[src/rtl/riscv_pkg.sv]
// Shared register-file types: architectural widths, register index type, address qualifier.
// Used by regfile_wb and reg_scoreboard.
package riscv_pkg;

  localparam int unsigned XLEN   = 32;
  localparam int unsigned NREG   = 32;
  localparam int unsigned ISA_AW = 5;
  localparam int unsigned REG_AW = $clog2(NREG);

  typedef logic [REG_AW-1:0] reg_addr_t;

  // x0 and indices past the implemented file never store data or track a writer.
  function automatic logic addr_ok(input logic [ISA_AW-1:0] a, input int unsigned nreg);
    return (a != '0) && (32'(a) < nreg);
  endfunction

endpackage

[src/rtl/reg_scoreboard.sv]
// Busy-bit scoreboard: one bit per register, set on issue, cleared on writeback, set wins.
// Set/clear take effect on the next rising clk; busy1/busy2 are combinational lookups.
module reg_scoreboard #(
  parameter int unsigned NREG = riscv_pkg::NREG
) (
  input  logic       clk,
  input  logic       reset,
  input  logic       set_en,
  input  logic [4:0] set_rd,
  input  logic       clr_en,
  input  logic [4:0] clr_rd,
  input  logic [4:0] rs1,
  input  logic [4:0] rs2,
  output logic       busy1,
  output logic       busy2
);
  import riscv_pkg::*;

  logic [NREG-1:0] busy_q;
  logic [NREG-1:0] busy_d;
  logic [NREG-1:0] set_vec;
  logic [NREG-1:0] clr_vec;

  always_comb begin
    set_vec = '0;
    clr_vec = '0;
    if (set_en && addr_ok(set_rd, NREG)) set_vec[reg_addr_t'(set_rd)] = 1'b1;
    if (clr_en && addr_ok(clr_rd, NREG)) clr_vec[reg_addr_t'(clr_rd)] = 1'b1;
    // A new issue supersedes the retiring writer of the same register.
    busy_d = (busy_q & ~clr_vec) | set_vec;
  end

  always_ff @(posedge clk or negedge reset) begin
    if (!reset) begin
      busy_q <= '0;
    end else begin
      busy_q <= busy_d;
    end
  end

  assign busy1 = addr_ok(rs1, NREG) ? busy_q[reg_addr_t'(rs1)] : 1'b0;
  assign busy2 = addr_ok(rs2, NREG) ? busy_q[reg_addr_t'(rs2)] : 1'b0;

endmodule

[src/rtl/regfile_wb.sv]
// Two-read/one-write register file with writer scoreboard; writes land next edge, reads combinational.
// Optional same-cycle writeback forwarding under REGFILE_BYPASS_EN; no backpressure.
module regfile_wb #(
  parameter int unsigned XLEN = riscv_pkg::XLEN,
  parameter int unsigned NREG = riscv_pkg::NREG
) (
  input  logic            clk,
  input  logic            reset,
  input  logic            wb_we,
  input  logic [XLEN-1:0] wb_data,
  input  logic [4:0]      wb_rd,
  input  logic [4:0]      rs1,
  input  logic [4:0]      rs2,
  output logic [XLEN-1:0] rd1,
  output logic [XLEN-1:0] rd2,
  input  logic            iss_en,
  input  logic [4:0]      iss_rd,
  output logic            busy1,
  output logic            busy2,
  output logic            hazard
);
  import riscv_pkg::*;

  logic [XLEN-1:0] regs [NREG];
  logic            wr_ok;
  logic [XLEN-1:0] st1;
  logic [XLEN-1:0] st2;
  logic            sb_busy1;
  logic            sb_busy2;
  logic            hazard_q;

  assign wr_ok = wb_we && addr_ok(wb_rd, NREG);

  always_ff @(posedge clk or negedge reset) begin
    if (!reset) begin
      regs <= '{default: '0};
    end else if (wr_ok) begin
      regs[reg_addr_t'(wb_rd)] <= wb_data;
    end
  end

  assign st1 = addr_ok(rs1, NREG) ? regs[reg_addr_t'(rs1)] : '0;
  assign st2 = addr_ok(rs2, NREG) ? regs[reg_addr_t'(rs2)] : '0;

  reg_scoreboard #(
    .NREG (NREG)
  ) u_scoreboard (
    .clk    (clk),
    .reset  (reset),
    .set_en (iss_en),
    .set_rd (iss_rd),
    .clr_en (wb_we),
    .clr_rd (wb_rd),
    .rs1    (rs1),
    .rs2    (rs2),
    .busy1  (sb_busy1),
    .busy2  (sb_busy2)
  );

`ifdef REGFILE_BYPASS_EN
  logic wb_hit1;
  logic wb_hit2;

  assign wb_hit1 = wr_ok && (wb_rd == rs1);
  assign wb_hit2 = wr_ok && (wb_rd == rs2);
  assign rd1 = wb_hit1 ? wb_data : st1;
  assign rd2 = wb_hit2 ? wb_data : st2;
  // The retiring result is forwarded, so the operand is ready unless a new writer issues now.
  assign busy1 = sb_busy1 && !(wb_hit1 && !(iss_en && (iss_rd == rs1)));
  assign busy2 = sb_busy2 && !(wb_hit2 && !(iss_en && (iss_rd == rs2)));
`else
  assign rd1   = st1;
  assign rd2   = st2;
  assign busy1 = sb_busy1;
  assign busy2 = sb_busy2;
`endif

  always_ff @(posedge clk or negedge reset) begin
    if (!reset) begin
      hazard_q <= 1'b0;
    end else begin
      hazard_q <= busy1 | busy2;
    end
  end

  assign hazard = hazard_q;

endmodule

[config.mk]
export PLATFORM = sky130hd
export DESIGN_NAME = regfile_wb
export DESIGN_NICKNAME = d
export VERILOG_FILES = /design/src/rtl/riscv_pkg.sv /design/src/rtl/reg_scoreboard.sv /design/src/rtl/regfile_wb.sv
export SDC_FILE = /design/constraint.sdc
export NUM_CORES = 2
export LEC_CHECK = 0
export BUFFER_PORTS_ARGS = -buffer_cell sky130_fd_sc_hd__buf_2
export CORE_ASPECT_RATIO = 0.9
export CORE_UTILIZATION = 40
export CTS_CLUSTER_DIAMETER = 80
export CTS_CLUSTER_SIZE = 10
export DETAILED_ROUTE_END_ITERATION = 6
export GPL_TIMING_DRIVEN = 0
export PLACE_DENSITY = 0.58
export SLEW_MARGIN = 20
export SYNTH_ARGS = -nofsm -noshare
export SYNTH_HDL_FRONTEND = slang
export SYNTH_SLANG_ARGS = --single-unit
[constraint.sdc]
create_clock -name clk -period 1.65 [get_ports clk]
set_input_delay 0.0825 -clock clk [delete_from_list [all_inputs] [get_ports clk]]
set_output_delay 0.0825 -clock clk [all_outputs]
set_load 0.01 [all_outputs]
==> summary.md <==
| Metric | Value |
|---|---|
| Status | `finished, violations left` |
| Failing checks | `design-rule violations, negative hold slack, negative setup slack` |
| Drt pass-1 iters | `7` |
| Placed cells | `5525` |
| Clock sinks | `1057` |
| Area share of the largest cell type after synthesis | `47.3%` |
| H-tree depth | `3` |
| Worst Setup End Kind | `primary output` |
| Non-filler cells, final | `5718` |
| Top cells by area, synth | `dfrtp_1, mux4_2, mux2_2` |
| VDD IR max | `0.882 mV` |
| Chip width | `396 um` |
| Busiest grt layer | `met2` |
| GRT met1 Usage | `40.2%` |
| Root buf cell | `clkbuf_16` |
| Antenna violations before repair | `9` |
| Pwr Density | `1180 nW/um2` |
| Syn avg cell area | `15.7 um2` |
| Period utilization | `171%` |
| Largest net degree at the start of global routing | `135` |
| Synth cell types | `41` |
| Sequential-to-total area share from yosys stat | `47.3%` |
| Layout area overhead | `16.0%` |
| CTS tree | `built` |
| HPWL after DPL | `147000 um` |
| Skew-Pair Late Insertion Delay | `0.76 ns` |
| WL per Instance | `35.4 um` |
| Headroom to the max-slew limit | `15.2%` |
| Core Region | `138000 um2` |
| Syn Inst Count | `3563` |
| Routed Antenna Nets | `0` |
| R2r startpoint | `u_scoreboard.busy_q[10]` |
| Via count | `36400` |
| Fmax | `0.353 GHz` |
| Synth area leader | `dfrtp_1` |
| Max-cap viol count | `0` |
| Hold Vio Cnt, Final | `444` |
| Reg-to-reg endpoint | `hazard` |
| Register-to-Register Path Depth | `5` |
| Setup TNS | `-68.64 ns` |
| Row count | `129` |
| Via/cell ratio | `6.37` |
| Warnings from Yosys | `0` |
| Worst-margin pin slew | `1.27 ns` |
| Die ar. | `141000 um2` |
| Critical Path AT | `2.75 ns` |
| Unrepaired setup endpoints after global routing | `true` |
| CTS clk-pin slew, worst paths | `0.05 ns` |
| Post-DP Area | `59800 um2` |
| Max Slew Vio Count | `0` |
| Crit path max fanout | `13` |
| Startpoint types | `primary input` |
| GRT overflow | `0` |
| Share of layout cells above drive strength 1 | `57.6%` |
| I/O Pins | `123` |
| Fin crit period | `2.83 ns` |
| Clock Skew | `0.0120 ns` |
| Most common library cell in the layout ignoring fill and taps | `dfrtp_1` |
| Input/output buffers | `115` |
| Worst Hold Slack | `-0.709 ns` |
| DR iter-0 viols | `3660` |
| Die H | `357 um` |
| Most frequent cells in the layout | `dfrtp_1, mux2_2, mux4_2` |
| Final Power | `76600 uW` |
| Worst min path class | `in2async` |
| NumNets Final | `3929` |
| Total clock buffers created by CTS | `115` |
| R2r setup slk | `-0.31 ns` |
| WS Path Type | `in2out` |
| Clk buf depth | `3` |
| Met3 Track Usage GR | `8.39%` |
| Critical Path RT | `1.57 ns` |
| Vias in the first global route | `37000` |
| Register bit total from synthesis | `1057` |
| Drt total wl | `202000 um` |
| GP Congestion | `0.931` |
| Post-route design area | `64800 um2` |
| Mapped Area | `55900 um2` |
| Met2 Track Usage GR | `42.2%` |
| GRT Resource Usage Total | `28.7%` |
| First-pass GRT wire length | `285000 um` |
| Final setup viols | `95` |
| Leak pwr | `0.0276 uW` |
| Final routed DRC violation total | `11` |
| Post-synth net total | `3619` |
| Initial core utilization | `40.5%` |
| Final setup margin | `-1.18 ns` |
-- critical path, stage by stage --
cell and delay, ns:
buf_2 0.20, clkbuf_4 0.42, clkbuf_4 0.55, clkbuf_2 0.69
a221oi_4 0.15, nor3_2 0.37, buf_2 0.22
-- cell usage after synthesis (all sizes together) --
| master | n |
|---|---|
| o31ai | 4 |
| a31oi | 1 |
| and3 | 2 |
| nand3b | 4 |
| a211oi | 6 |
| nand4 | 1 |
| o41ai | 1 |
| nor2 | 29 |
| or3 | 1 |
| nor3b | 6 |
| mux2i | 105 |
| mux4 | 558 |
| or3b | 2 |
| nor3 | 31 |
| a311oi | 1 |
| inv | 34 |
| a221oi | 27 |
| dfrtp | 1057 |
| a211o | 19 |
| nand2 | 52 |
| o22ai | 20 |
| o21ai | 60 |
| nor2b | 9 |
| mux2 | 1038 |
| nand4b | 3 |
| nand2b | 3 |
| or2 | 1 |
| and3b | 1 |
| o21bai | 1 |
| a21oi | 23 |
| clkbuf | 222 |
| nand3 | 2 |
| buf | 189 |
| a22o | 17 |
| a22oi | 2 |
| a32o | 4 |
| o221ai | 27 |
-- sequential cells by signal (all words and copies together), names as in the netlist --
register / flops
hazard: 1
u_scoreboard.busy_q: 32
regs: 1024
-- final cells by class --
class | instances | area [um2]
plain buffers | 411 | 2480
repair buffers | 193 | 1700
fillers | 12200 | 73200
clock inverters | 7 | 110
well taps | 1834 | 2290
clock buffers | 116 | 2900
multi-input cells | 2061 | 28700
flip-flops and latches | 1057 | 26500
diodes | 5 | 12.5
inverters | 34 | 128
-- how the worst max path moves through the flow --
stage | endpoint | slack (ns) | cells past startpoint | start
after floorplan | hazard | -0.13 | 5 | u_scoreboard.busy_q[15]
after global placement | regs[1009] | -23.77 | 1 | reset
after detailed placement | rd2[0] | -2.09 | 9 | rs2[2]
after CTS | rd2[5] | -1.14 | 4 | regs[901]
after global routing | rd2[2] | -1.15 | 4 | regs[514]
final | rd2[10] | -1.18 | 7 | rs2[3]
-- metrics by stage --
step | setup slack, ns | utilization (%)
2_1_floorplan | -0.129 | -
3_3_place_gp | -23.77 | 43.1
3_5_place_dp | -2.09 | 43.3
4_1_cts | -1.14 | 46.7
5_1_grt | -1.15 | 47.0
6_report | -1.18 | 47.0
-- repair_timing --
action | in CTS | in global routing
endpoints found under the hold margin | 587 | 163
endpoints found under the setup margin | 172 | 185
hold buffers | 46 | 5
resized for setup | 243 | 68
pin swaps | 21 | 21
buffers inserted | 13 | 3
-- per-layer routing --
layer	up-vias	share of wire, %
met2	1624	44
met3	373	9.6
met1	20000	42
met5	-	0.017
li1	14400	-
met4	6	4.3
-- logic make-up (layout without fill, tap and decap cells) --
kind of cell / count (synthesis) / count (layout) / synth area share (%)
simple gates: 147 / 147 / 1.26
compound gates: 213 / 213 / 2.67
other cells: 0 / 5 / 0
buf+inv: 445 / 761 / 3.48
mux: 1701 / 1701 / 45.3
flops: 1057 / 1057 / 47.3
-- power breakdown --
group	switching, uW	internal (uW)	leakage [uW]
Combinational	8330	10600	0.0126
Clock	10800	12400	0.00148
Sequential	3550	30900	0.0135
Total	22700	53900	0.0276
Note: power is estimated with default switching activity, not from simulation.
